**config.mk**
```make
export PLATFORM = sky130hd
export DESIGN_NAME = muldiv_unit
export DESIGN_NICKNAME = d
export VERILOG_FILES = /design/src/rtl/muldiv_pkg.sv /design/src/rtl/muldiv_decode.sv /design/src/rtl/muldiv_unit.sv
export SDC_FILE = /design/constraint.sdc
export NUM_CORES = 1
export LEC_CHECK = 0
export BUFFER_PORTS_ARGS = -buffer_cell sky130_fd_sc_hd__buf_2
export CORE_MARGIN = 2
export CORE_UTILIZATION = 25
export CTS_CLUSTER_SIZE = 16
export DETAILED_ROUTE_END_ITERATION = 6
export GPL_ROUTABILITY_DRIVEN = 0
export PLACE_DENSITY = 0.38
export SETUP_SLACK_MARGIN = 0.4
export SLEW_MARGIN = 20
export SYNTH_ARGS = -nofsm -noshare
export SYNTH_HDL_FRONTEND = slang
export SYNTH_SLANG_ARGS = --single-unit
```
**constraint.sdc**
```tcl
create_clock -name clk -period 3.88 [get_ports clk]
set_input_delay 0.776 -clock clk [delete_from_list [all_inputs] [get_ports clk]]
set_output_delay 0.776 -clock clk [all_outputs]
set_load 0.02 [all_outputs]
```
**src/rtl/muldiv_pkg.sv**
```systemverilog
// Shared op codes, FSM encoding and signedness helpers for the RV32M mul/div unit.
package muldiv_pkg;

  localparam logic [2:0] OP_MUL    = 3'b000;
  localparam logic [2:0] OP_MULH   = 3'b001;
  localparam logic [2:0] OP_MULHSU = 3'b010;
  localparam logic [2:0] OP_MULHU  = 3'b011;
  localparam logic [2:0] OP_DIV    = 3'b100;
  localparam logic [2:0] OP_DIVU   = 3'b101;
  localparam logic [2:0] OP_REM    = 3'b110;
  localparam logic [2:0] OP_REMU   = 3'b111;

  typedef enum logic [1:0] {
    IDLE = 2'd0,
    PREP = 2'd1,
    CALC = 2'd2,
    FIN  = 2'd3
  } state_e;

  // rs1 is treated as signed for MULH, MULHSU, DIV and REM
  function automatic logic is_signed_a(input logic [2:0] f3);
    return (f3 == OP_MULH) || (f3 == OP_MULHSU) || (f3 == OP_DIV) || (f3 == OP_REM);
  endfunction

  // rs2 is treated as signed for MULH, DIV and REM
  function automatic logic is_signed_b(input logic [2:0] f3);
    return (f3 == OP_MULH) || (f3 == OP_DIV) || (f3 == OP_REM);
  endfunction

endpackage

```
**src/rtl/muldiv_decode.sv**
```systemverilog
// Combinational fun3 decode: op class, operand signedness and result field select.
module muldiv_decode
  import muldiv_pkg::*;
(
  input  logic [2:0] fun3,
  output logic       is_div_c,
  output logic       sign_a_c,
  output logic       sign_b_c,
  output logic       sel_hi_c,
  output logic       sel_rem_c
);

  // classify the latched op
  always_comb begin
    is_div_c  = 1'b0;
    sign_a_c  = 1'b0;
    sign_b_c  = 1'b0;
    sel_hi_c  = 1'b0;
    sel_rem_c = 1'b0;
    is_div_c  = (fun3 == OP_DIV) || (fun3 == OP_DIVU) || (fun3 == OP_REM) || (fun3 == OP_REMU);
    sign_a_c  = is_signed_a(fun3);
    sign_b_c  = is_signed_b(fun3);
    sel_hi_c  = (fun3 == OP_MULH) || (fun3 == OP_MULHSU) || (fun3 == OP_MULHU);
    sel_rem_c = (fun3 == OP_REM) || (fun3 == OP_REMU);
  end

endmodule

```
**src/rtl/muldiv_unit.sv**
```systemverilog
// Iterative RV32M multiply/divide unit: one product/quotient bit per cycle.
module muldiv_unit
  import muldiv_pkg::*;
#(
  parameter int unsigned XLEN = 32
) (
  input  logic            clk,
  input  logic            reset,
  input  logic            start,
  input  logic            fun7,
  input  logic [2:0]      fun3,
  input  logic [XLEN-1:0] op_a,
  input  logic [XLEN-1:0] op_b,
  output logic            busy,
  output logic            done,
  output logic [XLEN-1:0] result
);

  localparam int unsigned PW = 2 * XLEN;
  localparam int unsigned CW = $clog2(XLEN);
  localparam logic [CW-1:0]   CNT_LAST = CW'(XLEN - 1);
  localparam logic [XLEN-1:0] XMIN     = {1'b1, {(XLEN-1){1'b0}}};

  state_e          state, state_next;
  logic            busy_d, done_d, accept_c;

  logic [2:0]      op_q;
  logic [XLEN-1:0] a_q, b_q, opd_q, spec_val_q;
  logic [PW-1:0]   prod_q;
  logic [CW-1:0]   cnt_q;
  logic            neg_q, spec_q;

  logic            is_div_c, sign_a_c, sign_b_c, sel_hi_c, sel_rem_c;
  logic            a_neg_c, b_neg_c, neg_res_c, div0_c, ovf_c, special_c;
  logic [XLEN-1:0] abs_a_c, abs_b_c, spec_val_c;
  logic [XLEN:0]   sum_c, trial_c;
  logic [PW-1:0]   mul_next_c, div_next_c, mul_fix_c;
  logic [XLEN-1:0] div_sel_c, div_fix_c, fin_c;

  muldiv_decode u_decode (
    .fun3      (op_q),
    .is_div_c  (is_div_c),
    .sign_a_c  (sign_a_c),
    .sign_b_c  (sign_b_c),
    .sel_hi_c  (sel_hi_c),
    .sel_rem_c (sel_rem_c)
  );

  // FSM state and registered handshake outputs
  always_ff @(posedge clk) begin
    if (reset) begin
      state <= IDLE;
      busy  <= 1'b0;
      done  <= 1'b0;
    end else begin
      state <= state_next;
      busy  <= busy_d;
      done  <= done_d;
    end
  end

  // next-state logic
  always_comb begin
    state_next = state;
    case (state)
      IDLE: if (start && fun7) state_next = PREP;
      PREP: state_next = special_c ? FIN : CALC;
      CALC: if (cnt_q == CNT_LAST) state_next = FIN;
      FIN:  state_next = IDLE;
      default: state_next = IDLE;
    endcase
  end

  // FSM outputs ahead of their output registers
  always_comb begin
    busy_d   = 1'b0;
    done_d   = 1'b0;
    accept_c = 1'b0;
    busy_d   = (state_next != IDLE);
    done_d   = (state == FIN);
    accept_c = (state == IDLE) && start && fun7;
  end

  // operand magnitudes, result sign and special-case detection used in PREP
  always_comb begin
    a_neg_c    = sign_a_c & a_q[XLEN-1];
    b_neg_c    = sign_b_c & b_q[XLEN-1];
    abs_a_c    = a_neg_c ? -a_q : a_q;
    abs_b_c    = b_neg_c ? -b_q : b_q;
    neg_res_c  = sel_rem_c ? a_neg_c : (a_neg_c ^ b_neg_c);
    div0_c     = is_div_c && (b_q == '0);
    ovf_c      = is_div_c && sign_a_c && (a_q == XMIN) && (b_q == '1);
    special_c  = div0_c || ovf_c;
    spec_val_c = '0;
    if (div0_c)     spec_val_c = sel_rem_c ? a_q : '1;
    else if (ovf_c) spec_val_c = sel_rem_c ? '0 : XMIN;
  end

  // one shift-add or restoring shift-subtract step
  always_comb begin
    sum_c      = {1'b0, prod_q[PW-1:XLEN]} + {1'b0, opd_q & {XLEN{prod_q[0]}}};
    mul_next_c = {sum_c, prod_q[XLEN-1:1]};
    trial_c    = {prod_q[PW-1:XLEN], prod_q[XLEN-1]} - {1'b0, opd_q};
    if (!trial_c[XLEN]) div_next_c = {trial_c[XLEN-1:0], prod_q[XLEN-2:0], 1'b1};
    else                div_next_c = {prod_q[PW-2:0], 1'b0};
  end

  // sign fix-up and field select for the final result
  always_comb begin
    mul_fix_c = neg_q ? -prod_q : prod_q;
    div_sel_c = sel_rem_c ? prod_q[PW-1:XLEN] : prod_q[XLEN-1:0];
    div_fix_c = neg_q ? -div_sel_c : div_sel_c;
    if (spec_q)        fin_c = spec_val_q;
    else if (is_div_c) fin_c = div_fix_c;
    else if (sel_hi_c) fin_c = mul_fix_c[PW-1:XLEN];
    else               fin_c = mul_fix_c[XLEN-1:0];
  end

  // datapath registers: latched operands, accumulator, counter, result
  always_ff @(posedge clk) begin
    if (reset) begin
      op_q       <= '0;
      a_q        <= '0;
      b_q        <= '0;
      opd_q      <= '0;
      prod_q     <= '0;
      cnt_q      <= '0;
      neg_q      <= 1'b0;
      spec_q     <= 1'b0;
      spec_val_q <= '0;
      result     <= '0;
    end else begin
      case (state)
        IDLE: begin
          if (accept_c) begin
            op_q <= fun3;
            a_q  <= op_a;
            b_q  <= op_b;
          end
        end
        PREP: begin
          neg_q      <= neg_res_c;
          spec_q     <= special_c;
          spec_val_q <= spec_val_c;
          opd_q      <= is_div_c ? abs_b_c : abs_a_c;
          prod_q     <= {{XLEN{1'b0}}, (is_div_c ? abs_a_c : abs_b_c)};
          cnt_q      <= '0;
        end
        CALC: begin
          prod_q <= is_div_c ? div_next_c : mul_next_c;
          cnt_q  <= cnt_q + CW'(1);
        end
        FIN: begin
          result <= fin_c;
        end
        default: ;
      endcase
    end
  end

endmodule

```
# == Yosys cells after proc, flatten, opt, wreduce, memory -nomap -nowiden ==
# Cells that the tools add are included.
# word_totals
register_bits,238
inputBits,71
out_inout_bits,34
word_cells,83
# op_classes
add_sub_neg,7
n_eq_ne,13
n_mux,23
bitwise_logic,4
n_reduce_logical,23
# ops
op,count
$mux 32,13
$mux 64,3
$pmux 64 s2,1
$neg 32->32,3
$eq 32x32->1 const B,2
$neg 64->64,1
$add 32x32->33,1
$sub 33x32->33,1
$and 32x32->32,1
$logic_not 32->1,1
$eq 3x3->1 const B,4
$logic_or 1x1->1,11
$pmux 5 s2,1
$pmux 2 s4,1
$logic_and 1x1->1,7
$eq 3x2->1 const B,2
$add 5x1->5 const B,1
$eq 5x5->1 const B,1
$eq 2x2->1 const B,2
$mux 2,2
$reduce_bool 2->1,2
$eq 3x1->1 const B,1
$and 1x1->1,2
$eq 2x1->1 const B,1
other kinds (4),5

# == Longest topological paths before layout ==
# Gate-level depths: netlist of run 1.
# depth
word_depth,11
depth_mapped,15
ltp_nobuf,13

# == Cells and area by module ==
# A second synthesis of run 1 with hierarchy kept.
# unflattened
cells_unflattened,2559
hier_area_um2,18687.9
# modules_own_cells
mod,instances,cells_each,area_per_inst_um2,seq_area_each_um2
muldiv_unit,1,2551,18640.4,4764.6
muldiv_decode,1,8,47.5,0.0

# == Least setup slack after synthesis of run 1 ==
# Ideal clock, no wire load.
# synth_timing
kind,register to register
start,register op_q[1]
end,register result[30]
setup_time_ns,0.117
t_arrival_ns,4.030
required_time_ns,3.763
slack_ns,-0.267
stages_incl_launch_ff,16
n_path_buf,4
period_less_slack_ns,4.147
path_cell_list,dfxtp_1 > and2_1 > buf_2 > buf_2 > buf_2 > buf_1 > mux2i_1 > ha_1 > o2111ai_1 > nor4b_1 > nand3_1 > or4b_1 > a2111oi_2 > mux2i_1 > nand2_1 > a32o_1
# synth_between
elab_chain_len,7
elab_cells_between_ends,19
classes_between,add/sub: 1; eq/ne: 7; mux: 5; reduce/logical: 6
# synth_rtl
element,line,rtl
from (decl),muldiv_unit.sv:27,logic [2:0] op_q;
from (signal assigned),muldiv_unit.sv:136,op_q <= fun3;
$eq 3x3->1,"muldiv_decode.sv:20, muldiv_decode.sv:24",
$logic_or 1x1->1,muldiv_decode.sv:24,sel_rem_c = (fun3 == OP_REM) || (fun3 == OP_REMU);
$mux 32,muldiv_unit.sv:111,div_sel_c = sel_rem_c ? prod_q[PW-1:XLEN] : prod_q[XLEN-1:0];
$neg 32->32,muldiv_unit.sv:112,div_fix_c = neg_q ? -div_sel_c : div_sel_c;
$mux 32,muldiv_unit.sv:112,
$mux 32 (*),muldiv_unit.sv:114,else if (is_div_c) fin_c = div_fix_c;
$mux 32 (*),muldiv_unit.sv:113,if (spec_q) fin_c = spec_val_q;
to (signal assigned),muldiv_unit.sv:154,result <= fin_c;
to (decl),muldiv_unit.sv:16,output logic [XLEN-1:0] result
# Mark *: on every way between the ends. The rest lies on a longest branch, timed or not.
# A chain may end at the register's enable or synchronous reset.

# == Final worst setup path of run 1 ==
# layout_timing
start,register a_q[2]
end,register prod_q[30]
# layout_between
elab_chain_len,4
# layout_rtl
element,line,rtl
from (decl),muldiv_unit.sv:28,"logic [XLEN-1:0] a_q, b_q, opd_q, spec_val_q;"
from (signal assigned),muldiv_unit.sv:137,a_q <= op_a;
$neg 32->32,muldiv_unit.sv:88,abs_a_c = a_neg_c ? -a_q : a_q;
$mux 32,muldiv_unit.sv:88,
$mux 32,muldiv_unit.sv:146,"prod_q <= {{XLEN{1'b0}}, (is_div_c ? abs_a_c : abs_b_c)};"
$pmux 64 s2,muldiv_unit.sv:133,case (state)
to (signal assigned),muldiv_unit.sv:146,
to (signal assigned),muldiv_unit.sv:150,prod_q <= is_div_c ? div_next_c : mul_next_c;
to (decl),muldiv_unit.sv:29,logic [PW-1:0] prod_q;
# Every way passes these cells.

==> metrics.txt, run 1 <==
R2R cell count 9; total power 14.7 mW; leading area contributor after synthesis dfxtp_1; clk_skew 0.0235 ns; most frequent cells in the layout nand2_1, a21oi_1, nor2_1; cell area power density 655 nW/µm²; fmax 300 MHz; Syn Std Cell Area 19000 µm²; RSZ-0062 raised after global routing true; drt wl/cell 24.0 µm; Vias 20600; CTS HTree Levels 1; Worst setup SP type register; register area share after synthesis 25.1%; Post-synth EDFFs 0; worst-skew pair later-pin latency 0.62 ns; worst path required time 4.41 ns; worst flop-to-flop path endpoint prod_q[30]; Slew Limit Fails 0; share of the synthesized area in the top cell type 25.1%; syn nets 2781; Async S/R FF share, synth 0%; CTS tree done; HPWL after detailed placement 68.3 mm; # IOs 105; gr ovfl total 0; Synth cell types 93; GRT Util Overall 21.9%; drt first pass iters 6; site row count 101; Die H 279 µm; WHS 0.399 ns; # nets final 2846; synthesized area per cell 7.21 µm²; top post-synthesis cells by area dfxtp_1, a21oi_1, nand2_1; Worst-Margin Slew 1.09 ns; area delta synth->final 17.9%; DRT iter0 DRCs 1774; Antenna diodes 0; hold path cells 3; global-route wire length before repair 130 mm; via count of the first global-routing pass 19600; initial antenna violation count 0; Worst Path Max Fanout 7; Starting Density 25.1%; final WL 88.7 mm; kind of critical path register to register; max_slew headroom 27.0%; Hold WC Path Type input pin to register; share of layout cells above drive strength 1 15.1%; DRC 0; Die X 279 µm; reg2reg setup slack 0.54 ns; clock buffer count from CTS 29; WP data arrival 3.86 ns; worst vdd ir 0.407 mV; Setup Total Neg Slack 0 ns; die area 78100 µm²; Core Footprint 75600 µm²; Static Leak 8.50 nW; Final Critical Period 3.34 ns; Finish-stage setup viols 0; crit end category register; register bit total from synthesis 238; Layout fillers 8356; Ys Warns 0; TritonCTS Sinks 238; Hold Path Origin op_a[27]; status finished, final reports clean; clk buf depth 3; Synth Flop Type dfxtp_1; root buffer cell clkbuf_16; period utilization 86.0%; most common cell after layout, fill and taps aside nand2_1; Port Buf Inserts 104; Gate Count Post-Synth 2633; Final ANT Viol Nets 0; largest net degree at the start of global routing 108; number of vias per cell 5.56; Max Cap Viol 0; Reg-to-Reg Start a_q[2]; clock-pin slew on the worst setup and hold paths 0.06 ns; Min-Delay Endpoint a_q[27]; cts hold-fix bufs 0; Fin. Hold Viols 0
layer usage:
metal	part of all wire [%]	GRT usage, %	vias to the layer above
li1	-	-	9628
met5	0	0	-
met2	44	34.7	684
met4	2.4	4.79	0
met3	6.7	4.09	113
met1	46	30.8	10200
power breakdown:
| group | switching [mW] | total (mW) | leakage [nW] | internal, mW |
|---|---|---|---|---|
| logic | 5.45 | 8.53 | 6.07 | 3.08 |
| registers | 0.442 | 3.19 | 1.93 | 2.75 |
| clock network | 1.26 | 2.94 | 0.497 | 1.67 |
flip-flops by register name, indices dropped and copies added (netlist names):
name	count
spec_val_q	32
prod_q	64
done	1
neg_q	1
opd_q	32
result	32
cnt_q	5
busy	1
op_q	3
b_q	32
spec_q	1
state	2
a_q	32
worst max-delay path: stages (launching register included):
cell      delay (ns)
dfxtp_1         0.37
or3_4           0.42
or3b_4          0.44
or4_4           0.48
or4b_4          0.59
o31ai_4         0.19
xnor2_1         0.23
nor2_1          0.06
or3_1           0.41
o211ai_2        0.08
cells in the mapped netlist (all sizes together), types with 17 or more instances:
master and number:
nor3 87, or3 22, o21ai 153, nand2b 26, o211ai 59, nand4 27, clkbuf 172, dfxtp 238
and3 22, buf 40, xor2 72, inv 84, nand3 34, nor2b 17, nor2 256, mux2i 70
a211oi 37, o31ai 28, nand2 378, a22oi 20, ha 75, a21o 19, xnor2 81, nor4 22
a21oi 290, or4 19, a31oi 31
worst max path at each step:
| stage | startpoint | end | slack [ns] | cells past startpoint |
|---|---|---|---|---|
| floorplan | op_q[1] | result[30] | 0.37 | 15 |
| global placement | prod_q[14] | result[0] | 0.14 | 11 |
| detailed placement | prod_q[0] | result[0] | 0.21 | 14 |
| CTS | prod_q[0] | prod_q[62] | 0.37 | 15 |
| global route | op_q[2] | result[30] | 0.39 | 11 |
| finish | a_q[2] | prod_q[30] | 0.54 | 9 |
through the flow:
stage          setup slack (ns)  std cells  area [µm²]  utilization (%)
2_1_floorplan             0.367       2633       19000                -
3_3_place_gp              0.144       3639       21100             27.9
3_5_place_dp              0.206       3639       21100             27.9
4_1_cts                   0.371       3694       22200             29.3
5_1_grt                   0.391       3699       22400             29.6
6_report                  0.542       3699       22400             29.6
area by class of cell:
type | instances | area (µm²) | share of cell area, %
Inverter | 85 | 319 | 1.43
Sequential cell | 238 | 4770 | 21.3
Clock buffer | 37 | 806 | 3.60
Tap cell | 978 | 1220 | 5.47
Multi-Input combinational cell | 2098 | 13400 | 59.9
Timing Repair Buffer | 246 | 1670 | 7.47
Clock inverter | 17 | 186 | 0.833
logic make-up (layout without fill, tap and decap cells):
kind of cell / count (synthesis) / in the layout / share of synthesized area, %
compound gates: 803 / 803 / 26.8
xor+xnor: 153 / 153 / 7.06
fa+ha+maj: 77 / 77 / 5.16
buf+inv: 297 / 385 / 5.97
flops: 238 / 238 / 25.1
mux: 99 / 99 / 6.30
simple gates: 966 / 966 / 23.6
timing repair:
| action | in CTS | in global routing |
|---|---|---|
| setup endpoints to repair | 21 | 27 |
| buffers inserted | 1 | 5 |
| resized for setup | 19 | 42 |
| pin swaps | 2 | 15 |
Power figures use the tool's default switching activity.
==> run 2, diff against run 1 <==
- CTS_CLUSTER_SIZE: 16 -> 10
- RECOVER_POWER: unset -> 25
==> metrics.txt, run 2 (synthesis gave the netlist of run 1 again) <==
CP bufs+invs 1 (+1); Reg-to-Reg Start state[0]; WP data arrival 3.97 ns (+0.11 ns); Fin. Hold Viols 0 (unchanged); most crowded layer after global routing met2; HPWL after detailed placement 68.3 mm (unchanged); DRC 0 (unchanged); Final WS setup 0.440 ns (-0.101 ns); cell area power density 652 nW/µm² (-0.40%); # nets final 2851 (+0.18%); Starting Density 25.1% (unchanged); largest net degree at the start of global routing 108 (unchanged); Worst setup endpoint spec_val_q[31]; most used cell, CP nor2_1; Port Buf Inserts 104 (unchanged); critical path depth 6 (-3); Final Critical Period 3.44 ns (+0.101 ns); clock-pin slew on the worst setup and hold paths 0.06 ns (about the same); drt wl/cell 24.0 µm (about the same); most common cell after layout, fill and taps aside nand2_1; Max Cap Viol 2 (+2); clk buf depth 3 (unchanged); Reg with most FFs prod_q; Critical Path Source state[0]; DRT iter0 DRCs 1826 (+2.9%); Antenna diodes 0 (unchanged); clk_skew 0.0605 ns (+0.0369 ns); Hold Path Origin op_b[22]; routing usage on met3 4.20% (+0.12 points); max reg flops 64 (unchanged); worst flop-to-flop path endpoint spec_val_q[31]; root buffer cell clkbuf_16; Static Leak 8.33 nW (-2.1%); status complete, but fails checks; number of vias per cell 5.51 (-0.91%); M2 GR Usage 34.6% (-0.077 points); total power 14.6 mW (-0.66%); reg2reg setup slack 0.44 ns (-0.10 ns); die area 78100 µm² (unchanged); Slowest cell on crit path clkbuf_1; CTS tree done; period utilization 88.6% (+2.6 points); Hold WC Path Type input pin to register; worst path required time 4.41 ns (about the same); final WL 88.6 mm (-0.12%); Slew Limit Fails 75 (+75); gr ovfl total 0 (unchanged); via count of the first global-routing pass 19600 (-0.11%); Final ANT Viol Nets 0 (unchanged); Die X 279 µm (unchanged); cts hold-fix bufs 0 (unchanged); CP Cell Sequence ha_2 -> clkbuf_1 -> o21ai_1 -> nor2_1 -> a21oi_1 -> nor2_1; GRT Util Overall 21.9% (about the same); # IOs 105 (unchanged); area delta synth->final 17.6%; pre-CTS setup slack 0.206 ns (unchanged); share of layout cells above drive strength 1 13.6% (-1.6 points); Vias 20400 (-0.99%); fmax 291 MHz (-2.9%); Setup Total Neg Slack 0 ns (unchanged); worst vdd ir 0.375 mV (-8.0%); Core Footprint 75600 µm² (unchanged); Crit path max-delay family buffers and inverters; worst-skew pair later-pin latency 0.64 ns (+0.02 ns); max_slew headroom -32.4% (-59 points); Die H 279 µm (unchanged); TritonCTS Sinks 238 (unchanged); crit end category register; Worst-Margin Slew 1.99 ns (+0.892 ns); violated checks max-capacitance violations, max-slew violations; Finish-stage setup viols 0 (unchanged); Worst Path Max Fanout 28 (+21); R2R cell count 6 (-3); RSZ-0062 raised after global routing true; initial antenna violation count 0 (unchanged); global-route wire length before repair 130 mm (about the same); final core occ 29.5% (-0.078 points); CTS HTree Levels 1 (unchanged); drt first pass iters 6 (unchanged); site row count 101 (unchanged); Worst setup SP type register; clock buffer count from CTS 30 (+3.4%); most frequent cells in the layout nand2_1, a21oi_1, nor2_1; kind of critical path register to register; slowest stage delay, CP 1.42 ns (+0.83 ns); met1 Usage GRT 30.8% (-0.080 points)
## run 2: cell count changes in the layout (fill, tap and decap cells not counted), sizes merged
cell / delta
inv: -2
bufinv: -1
clkbuf: +43
buf: -34
clkinv: -9
## run 2: metal layers
layer,vias to the layer above,routed length [µm]
met5,-,0
met4,0,2070
met3,100,6320
met2,686,39300
met1,9941,40900
li1,9647,-
## run 2: area by class of cell
| cell class | count | area, µm² |
|---|---|---|
| Tap cell | 978 | 1220 |
| Clock buffer | 42 | 836 |
| Clock inverter | 5 | 103 |
| Fill cell | 8361 | 53300 |
| Inverter | 85 | 319 |
| Sequential cell | 238 | 4780 |
| Timing Repair Buffer | 250 | 1650 |
| Multi-Input combinational cell | 2098 | 13400 |
## run 2: worst reg2reg max path, stage by stage (launching register included)
cell and delay [ns]:
dfxtp_1 0.41, ha_2 0.23, clkbuf_1 1.42, o21ai_1 0.63, nor2_1 0.49, a21oi_1 0.07, nor2_1 0.09
## run 2: power breakdown
| group | internal, mW | total (mW) | leakage, nW | switching [mW] |
|---|---|---|---|---|
| Sequential | 2.75 | 3.19 | 1.93 | 0.439 |
| Combinational | 3.09 | 8.57 | 5.94 | 5.48 |
| Clock | 1.61 | 2.80 | 0.452 | 1.19 |
| Total | 7.45 | 14.6 | 8.33 | 7.11 |
## run 2: timing repair
action,CTS,global route
buffers inserted,2,8
resized for setup,25,41
pin swaps,4,16
endpoints found under the setup margin,26,32
## run 2: worst min-delay path by stage
stage                     cells after the start        endpoint
after global routing                          3         b_q[25]
after detailed placement                      2  spec_val_q[21]
after global placement                        2        cnt_q[4]
after floorplan                               2  spec_val_q[15]
final                                         3         b_q[22]
after CTS                                     3         b_q[22]
## run 2: per-stage QoR
stage               cells  hold WS [ns]  instance area (µm²)
floorplan            2633         0.436                19000
global placement     3639         0.444                21100
detailed placement   3639         0.452                21100
CTS                  3688         0.343                22100
global route         3696         0.369                22300
finish               3696         0.377                22300
==> run 3, diff against run 2 <==
- CORE_UTILIZATION: 25 -> 56
- PLACE_DENSITY: 0.38 -> 0.74
- RECOVER_POWER: 25 -> unset
==> metrics.txt, run 3 (synthesis gave the netlist of run 1 again) <==
status finished, final reports clean; kind of critical path register to register; switching share of power 48.5% (-0.32 points); max_slew headroom 28.8% (+61 points); Crit path max-delay family simple AND/OR/NAND/NOR gates; clock buffer count from CTS 29 (-3.3%); Clock power frac 17.9% (-1.3 points); Final Critical Period 3.50 ns (+0.0591 ns); initial antenna violation count 2 (+2); Worst-Margin Slew 1.07 ns (-0.920 ns); CTS tree done; GRT Util Overall 38.6% (+17 points); Worst Path Max Fanout 9 (-68%); final WL 71.1 mm (-20%); drt wl/cell 22.8 µm (-4.7%); crit end category register; via count of the first global-routing pass 19600 (-0.22%); period utilization 90.2% (+1.5 points); RSZ-0062 raised after global routing true; # nets final 2807 (-1.5%); Reg-to-Reg Start prod_q[14]; TritonCTS Sinks 238 (unchanged); Worst setup SP type register; Slowest cell on crit path nor4_2; cell area power density 654 nW/µm² (+0.29%); Starting Density 56.7% (+32 points); number of vias per cell 6.83 (+24%); Slew Limit Fails 0 (-100%); site row count 67 (-34%); hold path cells 3 (unchanged); share of layout cells above drive strength 1 12.6% (-0.94 points); clk buf depth 3 (unchanged); Fin. Hold Viols 0 (unchanged); Min-Delay Endpoint a_q[26]; Final ANT Viol Nets 0 (unchanged); Static Leak 8.20 nW (-1.5%); Core Footprint 33400 µm² (-56%); worst flop-to-flop path endpoint result[14]; Critical Path Source prod_q[14]; area delta synth->final 11.2%; CP bufs+invs 1 (unchanged); gr ovfl total 0 (unchanged); cts hold-fix bufs 0 (unchanged); max reg flops 64 (unchanged); clock-pin slew on the worst setup and hold paths 0.06 ns (about the same); Port Buf Inserts 104 (unchanged); Antenna diodes 0 (unchanged); root buffer cell clkbuf_16; # IOs 105 (unchanged); WHS 0.430 ns (+0.0532 ns); Vias 21300 (+4.4%); most common cell after layout, fill and taps aside nand2_1; Max Cap Viol 0 (-2); slowest stage delay, CP 0.68 ns (-0.74 ns); Seq pwr share 23.2% (+1.3 points); CTS HTree Levels 1 (unchanged); worst-skew pair later-pin latency 0.58 ns (-0.06 ns); Setup Total Neg Slack 0 ns (unchanged); DRT iter0 DRCs 3369 (+85%); WP data arrival 3.98 ns (about the same); Die X 188 µm (-33%); Comb pwr share 58.8% (about the same); Finish-stage setup viols 0 (unchanged); Layout fillers 3001 (-64%); reg2reg setup slack 0.38 ns (-0.06 ns); R2R cell count 9 (+3); worst vdd ir 0.469 mV (+25%); most frequent cells in the layout nand2_1, a21oi_1, nor2_1; Reg with most FFs prod_q; DRC 0 (unchanged); Hold WC Path Type input pin to register; Power Internal 7.11 mW (-4.6%); Sw Pwr 6.69 mW (-5.8%); fmax 286 MHz (-1.7%); Hold Path Origin op_a[26]; total power 13.8 mW (-5.2%); clk_skew 0.0147 ns (-0.0457 ns); die area 35400 µm² (-55%); largest net degree at the start of global routing 82 (-24%); drt first pass iters 7 (+1); worst path required time 4.36 ns (-0.05 ns); CP Cell Sequence nor4_2 -> nor3b_2 -> nor4bb_1 -> buf_4 -> or3b_1 -> o311a_1 -> o21ai_1 -> nand4_1 -> a311oi_1; global-route wire length before repair 109 mm (-16%); HPWL after detailed placement 52.3 mm (-23%); Die H 188 µm (-33%)
==> run 3: what timing repair did <==
| action | 4_1_cts | 5_1_grt |
|---|---|---|
| cloned | 0 | 1 |
| resized for setup | 4 | 23 |
| endpoints found under the setup margin | 5 | 29 |
| buffers inserted | 0 | 2 |
| pin swaps | 0 | 4 |
==> run 3: layout make-up <==
type | instances | area (µm²) | area share (%)
well taps | 448 | 561 | 2.66
inverters | 85 | 319 | 1.51
clock buffers | 35 | 778 | 3.69
multi-input cells | 2098 | 13200 | 62.8
flip-flops and latches | 238 | 4780 | 22.6
clock inverters | 4 | 40.0 | 0.190
repair buffers | 207 | 1380 | 6.52
==> run 3: how the worst max path moves through the flow <==
stage | to | slack, ns | cells past startpoint
after floorplan | result[30] | 0.37 | 15
after global placement | prod_q[0] | 0.42 | 12
after detailed placement | result[30] | 0.33 | 11
after CTS | result[30] | 0.38 | 11
after global routing | prod_q[59] | 0.29 | 14
final | result[14] | 0.38 | 9
==> run 3: tightest hold or removal path: stages <==
cell     delay [ns]
buf_2          0.09
nand2_1        0.04
a21oi_1        0.05
==> run 3: power groups by stage <==
stage / combinational [mW] / sequential, mW / clock (mW)
CTS: 7.49 / 3.16 / 2.47
floorplan: 5.30 / 3.04 / 0
detailed placement: 7.44 / 3.21 / 0
finish: 8.12 / 3.21 / 2.47
global route: 8.60 / 3.22 / 2.57
global placement: 7.29 / 3.20 / 0
==> run 3: metrics by stage <==
step           util, %  setup slack (ns)  std cells  instance area, µm²
2_1_floorplan        -             0.367       2633               19000
3_3_place_gp      60.2             0.417       3073               20100
3_5_place_dp      60.2             0.332       3073               20100
4_1_cts           62.6             0.376       3112               21000
5_1_grt           63.1             0.292       3115               21100
6_report          63.1             0.381       3115               21100
==> run 3: layer usage <==
layer / track usage, % / up-vias / wire (µm)
met5: 0.137 / - / 32
met4: 20.9 / 4 / 4740
met3: 9.47 / 386 / 8850
met2: 58.5 / 1411 / 30200
met1: 50.5 / 9920 / 27300
li1: - / 9555 / -
